File: src/rtl/mastermind_ctrl.sv
// rtl/mastermind_ctrl.sv - Mastermind game sequencer: code latch, guess editing, turn count, win/lose
module mastermind_ctrl #(
    parameter int MAX_TURNS  = 10,
    parameter int NUM_COLORS = 6
) (
    input  logic        i_clk,
    input  logic        i_rst,
    input  logic        i_start,
    input  logic [11:0] i_secret,
    input  logic        i_btn_inc,
    input  logic        i_btn_next,
    input  logic        i_btn_submit,
    input  logic [1:0]  i_fb0,
    input  logic [1:0]  i_fb1,
    input  logic [1:0]  i_fb2,
    input  logic [1:0]  i_fb3,
    output logic [2:0]  o_code0,
    output logic [2:0]  o_code1,
    output logic [2:0]  o_code2,
    output logic [2:0]  o_code3,
    output logic [2:0]  o_history0,
    output logic [2:0]  o_history1,
    output logic [2:0]  o_history2,
    output logic [2:0]  o_history3,
    output logic [1:0]  o_cursor,
    output logic [3:0]  o_turn,
    output logic [1:0]  o_result0,
    output logic [1:0]  o_result1,
    output logic [1:0]  o_result2,
    output logic [1:0]  o_result3,
    output logic        o_busy,
    output logic        o_win,
    output logic        o_lose
);

    typedef enum logic [2:0] {S_IDLE, S_EDIT, S_EVAL, S_WIN, S_LOSE} state_t;

    localparam logic [3:0] LP_NC    = 4'(NUM_COLORS);
    localparam logic [2:0] LP_TOP   = 3'(NUM_COLORS - 1);
    localparam logic [3:0] LP_TURNS = 4'(MAX_TURNS);

    state_t     r_state, w_next;
    logic [2:0] r_code [4];
    logic [2:0] r_hist [4];
    logic [1:0] r_res  [4];
    logic [1:0] r_cursor;
    logic [3:0] r_turn;
    logic       r_busy, r_win, r_lose;
    logic [1:0] w_fb [4];
    logic       w_all_exact;

    assign w_fb[0]     = i_fb0;
    assign w_fb[1]     = i_fb1;
    assign w_fb[2]     = i_fb2;
    assign w_fb[3]     = i_fb3;
    assign w_all_exact = (i_fb0 == 2'd2) && (i_fb1 == 2'd2) && (i_fb2 == 2'd2) && (i_fb3 == 2'd2);

    function automatic logic [2:0] f_clamp(input logic [2:0] d);
        return ({1'b0, d} < LP_NC) ? d : 3'd0;
    endfunction

    function automatic logic [2:0] f_inc(input logic [2:0] d);
        return (d == LP_TOP) ? 3'd0 : d + 3'd1;
    endfunction

    always_comb begin
        w_next = r_state;
        case (r_state)
            S_IDLE, S_WIN, S_LOSE: if (i_start) w_next = S_EDIT;
            S_EDIT:                if (i_btn_submit) w_next = S_EVAL;
            // Win check first so a correct final guess is reported as a win.
            S_EVAL:                w_next = w_all_exact ? S_WIN :
                                            (r_turn == LP_TURNS) ? S_LOSE : S_EDIT;
            default:               w_next = S_IDLE;
        endcase
    end

    always_ff @(posedge i_clk or posedge i_rst) begin
        if (i_rst) r_state <= S_IDLE;
        else       r_state <= w_next;
    end

    always_ff @(posedge i_clk or posedge i_rst) begin
        if (i_rst) begin
            for (int i = 0; i < 4; i++) begin
                r_code[i] <= 3'd0;
                r_hist[i] <= 3'd0;
                r_res[i]  <= 2'd0;
            end
            r_cursor <= 2'd0;
            r_turn   <= 4'd0;
            r_busy   <= 1'b0;
            r_win    <= 1'b0;
            r_lose   <= 1'b0;
        end else begin
            r_busy <= (w_next == S_EVAL);
            r_win  <= (w_next == S_WIN);
            r_lose <= (w_next == S_LOSE);
            case (r_state)
                S_IDLE, S_WIN, S_LOSE: begin
                    if (i_start) begin
                        for (int i = 0; i < 4; i++) begin
                            r_code[i] <= f_clamp(i_secret[3*i +: 3]);
                            r_hist[i] <= 3'd0;
                            r_res[i]  <= 2'd0;
                        end
                        r_cursor <= 2'd0;
                        r_turn   <= 4'd0;
                    end
                end
                S_EDIT: begin
                    if (i_btn_submit) begin
                        if (r_turn != LP_TURNS) r_turn <= r_turn + 4'd1;
                    end else begin
                        if (i_btn_inc)  r_hist[r_cursor] <= f_inc(r_hist[r_cursor]);
                        if (i_btn_next) r_cursor <= r_cursor + 2'd1;
                    end
                end
                S_EVAL: begin
                    for (int i = 0; i < 4; i++) r_res[i] <= w_fb[i];
                    r_cursor <= 2'd0;
                end
                default: ;
            endcase
        end
    end

    assign o_code0    = r_code[0];
    assign o_code1    = r_code[1];
    assign o_code2    = r_code[2];
    assign o_code3    = r_code[3];
    assign o_history0 = r_hist[0];
    assign o_history1 = r_hist[1];
    assign o_history2 = r_hist[2];
    assign o_history3 = r_hist[3];
    assign o_cursor   = r_cursor;
    assign o_turn     = r_turn;
    assign o_result0  = r_res[0];
    assign o_result1  = r_res[1];
    assign o_result2  = r_res[2];
    assign o_result3  = r_res[3];
    assign o_busy     = r_busy;
    assign o_win      = r_win;
    assign o_lose     = r_lose;

endmodule

File: config.mk
export PLATFORM = sky130hd
export DESIGN_NAME = mastermind_ctrl
export DESIGN_NICKNAME = d
export VERILOG_FILES = /design/src/rtl/mastermind_ctrl.sv
export SDC_FILE = /design/constraint.sdc
export NUM_CORES = 1
export LEC_CHECK = 0
export ABC_CLOCK_PERIOD_IN_PS = 5110
export BUFFER_PORTS_ARGS = -buffer_cell sky130_fd_sc_hd__buf_2
export CORE_MARGIN = 5
export CORE_UTILIZATION = 25
export DETAILED_ROUTE_END_ITERATION = 16
export HOLD_SLACK_MARGIN = 0.15
export PLACE_DENSITY = 0.5
export SYNTH_ARGS = -nofsm -noshare
export SYNTH_HDL_FRONTEND = slang
export SYNTH_SLANG_ARGS = --single-unit
File: constraint.sdc
create_clock -name i_clk -period 5.11 [get_ports i_clk]
set_input_delay 0.511 -clock i_clk [delete_from_list [all_inputs] [get_ports i_clk]]
set_output_delay 0.511 -clock i_clk [all_outputs]
set_load 0.005 [all_outputs]
; ---- Word level (Yosys, flattened, before mapping)
; Cells that the tools add are included.
[totals]
register_bits = 44
latch_bits = 0
mem_bits_rw = 0
romBits = 0
input_bits = 26
out_inout_bits = 41
wordCells = 92
mem_count = 0
[classes]
add_sub_neg = 3
multipliers = 0
div = 0
magnitude_cmp = 6
n_eq_ne = 20
shifts = 0
muxes = 30
bitwise = 1
n_reduce_logical = 14
[op_table]
columns = cell, n
row1 = 12-bit 2-to-1 mux, 3
row2 = 3-bit 2-to-1 mux, 12
row3 = 12-bit case mux with 2 select lines, 1
row4 = 8-bit case mux with 2 select lines, 1
row5 = 12-bit bitwise mux, 1
row6 = "3-bit by 2-bit == test with 1-bit output, second input constant", 4
row7 = "3-bit < comparator, second input constant", 4
row8 = 4-bit 2-to-1 mux, 3
row9 = "2-bit != test, second input constant", 6
row10 = 4-bit AND reduction, 3
row11 = "3-bit == test, second input constant", 3
row12 = 3-bit case mux with 3 select lines, 1
row13 = "2-bit == test, second input constant", 4
row14 = 8-bit 2-to-1 mux, 1
row15 = 4-bit case mux with 2 select lines, 1
row16 = 3-bit binary-select mux with 2-bit select, 1
row17 = 3-bit demux with 2-bit select, 1
row18 = 2-bit 2-to-1 mux, 3
row19 = 2-bit case mux with 3 select lines, 1
row20 = "4-bit by 1-bit adder with 4-bit output, second input constant", 1
row21 = "4-bit == test, second input constant", 1
row22 = 1-bit logical AND, 4
row23 = "4-bit != test, second input constant", 1
row24 = 2-bit AND reduction, 2
row25 = 10 further kinds, 11

; ---- Depth between registers and ports, before layout
[depth]
word_depth = 10
depth_mapped = 7

; ---- Worst setup path before layout
; OpenSTA, ideal clock, no wires.
[synth_timing]
kind = register to register
startpoint = register r_cursor[0], in the netlist o_cursor[0]
endpoint = register r_hist, in the netlist o_history0[0]
t_arrival_ps = 1626
slack_ps = 3418
stages_incl_launch_ff = 4
synth_period_minus_slack_ps = 1692
cell_sequence = dfrtp_1 -> mux4_2 -> a2111oi_4 -> a22o_1
[synth_via]
elab_chain_len = 10
[synth_lines]
columns = item, line
row1 = start: declaration, 46  ; logic [1:0] r_cursor;
row2 = start signal: assignment, 116  ; if (i_btn_next) r_cursor <= r_cursor + 2'd1;
row3 = 2-bit NOT with 3-bit output (not written as such) (*), 115  ; if (i_btn_inc) r_hist[r_cursor] <= f_inc(r_hist[r_cursor]);
row4 = 3-bit binary-select mux with 2-bit select, 115
row5 = 3-bit 2-to-1 mux (not written as such) (2 in a row), 115
row6 = 3-bit by 1-bit adder with 3-bit output / 3-bit == test (equally long branches), 63  ; return (d == LP_TOP) ? 3'd0 : d + 3'd1;
row7 = 3-bit 2-to-1 mux, 63
row8 = 12-bit bitwise mux (*), 115
row9 = 12-bit 2-to-1 mux (*), 115
row10 = 12-bit 2-to-1 mux (*), 112  ; if (i_btn_submit) begin
row11 = 12-bit case mux with 2 select lines (*), 99  ; case (r_state)
row12 = end signal: indexed assignment, 115
row13 = end: declaration, 44  ; logic [2:0] r_hist [4];
; Every way passes the cells marked *; elsewhere a longest branch is shown, timed or not. The select of a mux whose other input is x is not followed.
; A chain may end at the register's enable or synchronous reset.

; ---- Worst setup path after layout
[layout_timing]
startpoint = register r_state[1]
endpoint = register r_turn[2], in the netlist o_turn[2]
[layout_via]
elab_chain_len = 4
[layout_lines]
columns = item, line
row1 = start: declaration, 42  ; state_t r_state, w_next;
row2 = start signal: assignment, 80  ; else r_state <= w_next;
row3 = "3-bit by 2-bit == test with 1-bit output, or another cell as far along", 99
row4 = 3-bit OR reduction, 99
row5 = 2-bit != test (no source line) / 2-bit nonzero test (equally long branches), -
row6 = 4-bit AND reduction (no source line), -
row7 = end signal: assignment, 113  ; if (r_turn != LP_TURNS) r_turn <= r_turn + 4'd1;
row8 = end: declaration, 47  ; logic [3:0] r_turn;
; Several ways; a longest one is shown, not always the timed one.

==> impl_results.md <==
- Post-synthesis cell area: 0.00214 mm^2
- Standard-cell row count: 33
- Multi-input gate area in the final layout: 968 um^2
- Hold Vio Cnt, Final: 0
- Ant. Diodes: 0
- Detailed-route via count: 1714
- CTS hold repair buffers: 0
- Wire length per cell: 13.8 um
- First-pass iteration count of the detailed router: 4
- Maximum VDD drop: 0.000143 V
- Post-CTS Setup Inserts: 0
- Element type at the critical path start: flop
- Synthesis Warnings: 0
- Number of endpoints failing setup at the final stage: 0
- Count of pins on the block boundary: 67
- Setup repair after global routing missed its margin: no
- Total global routing overflow: 0
- Maximum net fanout on the critical path: 25
- Worst-case clock skew: 0.00503 ns
- Iteration-0 DRC Markers: 104
- Type of the tightest min-delay check: in2async
- Final instance area: 0.00268 mm^2
- Number of clock sinks: 44
- Buffers added on ports: 66
- Fin nets: 306
- Clock share of power: 0.199
- Final min period: 2.19 ns
- Crit-path cells: nor2_1 -> o21ai_2 -> buf_4 -> or4b_1 -> nand2_1
- Static Leak: 1.33 nW
- CTS tree: yes
- Synthesized area per cell: 10.3 um^2
- Area used by sequential logic in the layout: 0.00110 mm^2
- Switching fraction of total power: 0.377
- Data arrival time at the worst-slack endpoint: 2.42 ns
- Post-Synthesis Net Count: 240
- Master cell of the clock root buffer: sky130_fd_sc_hd__clkbuf_8
- Peak Freq: 457 MHz
- Antenna violations before repair: 0
- Slew at the pin closest to its max-slew limit: 0.936 ns
- Worst-path cell with the longest stage delay: sky130_fd_sc_hd__dfrtp_1
- Overall routed net length: 5.26 mm
- GP Congestion: 0.815
- Class of the most critical setup path: reg2reg
- Area Overhead vs Synth: 25.5%
- Slew headroom: 0.375
- Type of destination of the critical path: flop
- Area of the placeable core: 0.00826 mm^2
- Die height: 102 um
- Pwr Density: 492 mW/mm^2
- Buffers from clock root to sink, at most: 2
- Post-synthesis instance total: 208
- Most instantiated flip-flop cell in the synthesis netlist: sky130_fd_sc_hd__dfrtp_1
- Post-DR vias/cell: 4.51
- Number of global-route vias before repair: 1676
- Fill count: 851
- Distinct cell type count of the synthesized netlist: 40
- Quantity of gates resized following cts: 0
- Worst skew pair latency: 0.29 ns
- Global-route usage over all layers: 0.103
- Horizontal die dimension: 102 um
- Flops & latches, synth: 44
- Pin count of the biggest net entering global routing: 45
- Final critical-path share of the clock period: 0.428
- # Max-Cap Violations: 0
- Total internal power: 0.000821 W
- Die Outline Area: 0.0105 mm^2
- Placed instance area: 0.00257 mm^2
- Final max-slew violation count: 0
- Global-route wire length before repair: 8.51 mm
- Crit path required time: 5.34 ns
- Part of the Yosys area used for sequential elements: 0.516
- Total net switching power: 0.000497 W
- Worst stage delay on the critical path: 0.63 ns
- Share of total power in combinational logic: 0.377
- Proportion of power drawn by flip-flops and latches: 0.424
- Number of enable flip-flop cells after synthesis: 0
- Number of nets with antenna violations after routing: 0
- Dpl hpwl: 4.04 mm
- Number of remaining DRC errors: 0
- Setup total negative slack: 0 ns
- Starting density of the core: 0.259
- Reg clk slew, reported paths: 0.09 ns
- Number of buffers created by CTS: 5
- Share of flip-flops with an asynchronous set or reset: 1.00
- Result of the run: complete, no violations
- Proportion of layout cells with a drive suffix above 1: 0.305
- CTS H-tree depth: 2
metrics by stage:
| stage | power [W] | std cells | hold slack [ns] | setup slack (ns) | utilization |
|---|---|---|---|---|---|
| after detailed placement | 0.00107 | 372 | 0.472 | 2.90 | 0.311 |
| after global placement | 0.00107 | 372 | 0.463 | 2.94 | 0.311 |
| final | 0.00132 | 380 | 0.429 | 2.92 | 0.325 |
| after CTS | 0.00134 | 380 | 0.413 | 2.90 | 0.325 |
| after global routing | 0.00143 | 380 | 0.424 | 2.71 | 0.325 |
| after floorplan | 0.000876 | 208 | 0.473 | 3.42 | - |
registers in the layout, summed over array words and instances, names as in the netlist, 3 cells and up:
register    count
o_history2      3
o_turn          4
o_history3      3
o_code0         3
o_code3         3
o_code1         3
o_code2         3
o_history0      3
o_history1      3
r_state         3
critical path: cells and delay by family, from the launching register on:
| kind | cells | cell delay, ns |
|---|---|---|
| flip-flops | 1 | 0.63 |
| buffers and inverters | 1 | 0.36 |
| AO/OA/AOI/OAI | 1 | 0.46 |
| AND/OR/NAND/NOR | 3 | 0.69 |
final cells by class:
| class | instances | area share |
|---|---|---|
| Multi-Input combinational cell | 148 | 0.361 |
| Tap cell | 105 | 0.0490 |
| Sequential cell | 44 | 0.411 |
| Clock inverter | 3 | 0.0159 |
| Inverter | 8 | 0.0112 |
| Clock buffer | 5 | 0.0257 |
| Timing Repair Buffer | 67 | 0.126 |
cells by family (layout without fill, tap and decap cells):
group,Yosys count,after routing,share of synthesized area
compound gates,52,52,0.169
mux,5,5,0.0445
fa+ha+maj,6,6,0.0351
buf+inv,16,83,0.0328
simple gates,85,85,0.203
flops,44,44,0.516
path summary, 6_finish.rpt:
check                                             from                         to  cells past startpoint  slack, ns
worst min-delay path                             i_rst  o_history3[0]$_DFFE_PP0P_                      2       0.43
worst max-delay path              r_state[1]$_DFF_PP0_      o_turn[2]$_DFFE_PP0P_                      5       2.92
worst max register to register    r_state[1]$_DFF_PP0_      o_turn[2]$_DFFE_PP0P_                      5       2.92
min in group i_clk                            i_fb1[1]   o_result1[1]$_DFFE_PP0P_                      3       0.43
max in group asynchronous                        i_rst     o_code1[1]$_DFFE_PP0P_                      2       4.10
worst min register to register  o_code0[2]$_DFFE_PP0P_     o_code0[2]$_DFFE_PP0P_                      2       0.48
cells in the mapped netlist, types with 3 or more instances:
cell type	instances	area [um^2]
sky130_fd_sc_hd__inv_1	8	30.0
sky130_fd_sc_hd__nand2_1	47	176
sky130_fd_sc_hd__a22o_1	8	70.1
sky130_fd_sc_hd__buf_2	5	25.0
sky130_fd_sc_hd__o211ai_1	3	22.5
sky130_fd_sc_hd__nor2_1	8	30.0
sky130_fd_sc_hd__nand2b_1	10	62.6
sky130_fd_sc_hd__o2bb2ai_1	4	35.0
sky130_fd_sc_hd__o22ai_1	4	25.0
sky130_fd_sc_hd__o21ai_0	21	105
sky130_fd_sc_hd__ha_1	6	75.1
sky130_fd_sc_hd__dfrtp_1	44	1100
sky130_fd_sc_hd__a21oi_1	3	15.0
placed cells by master (no fill, tap or decap), drive strengths merged, types with 4 or more instances in the layout:
cell type / instances
o2bb2ai: 4
inv: 8
dfrtp: 44
nand2b: 10
clkbuf: 5
o22ai: 4
a22o: 8
nor2: 8
buf: 67
o21ai: 22
nand2: 47
ha: 6
metal layers:
| metal | GRT usage | vias to the layer above | share of wire |
|---|---|---|---|
| met4 | 0.0303 | 0 | 0.0082 |
| met5 | 0 | - | 0 |
| li1 | - | 866 | - |
| met2 | 0.150 | 60 | 0.42 |
| met3 | 0.0212 | 4 | 0.069 |
| met1 | 0.153 | 784 | 0.50 |
power groups by stage:
stage,combinational [W],sequential [W],clock [W]
6_report,0.000497,0.000558,0.000263
4_1_cts,0.000506,0.000560,0.000276
3_5_place_dp,0.000505,0.000567,0
5_1_grt,0.000565,0.000578,0.000288
3_3_place_gp,0.000501,0.000564,0
2_1_floorplan,0.000335,0.000541,0
No activity file was read; power rests on OpenSTA's default activity.
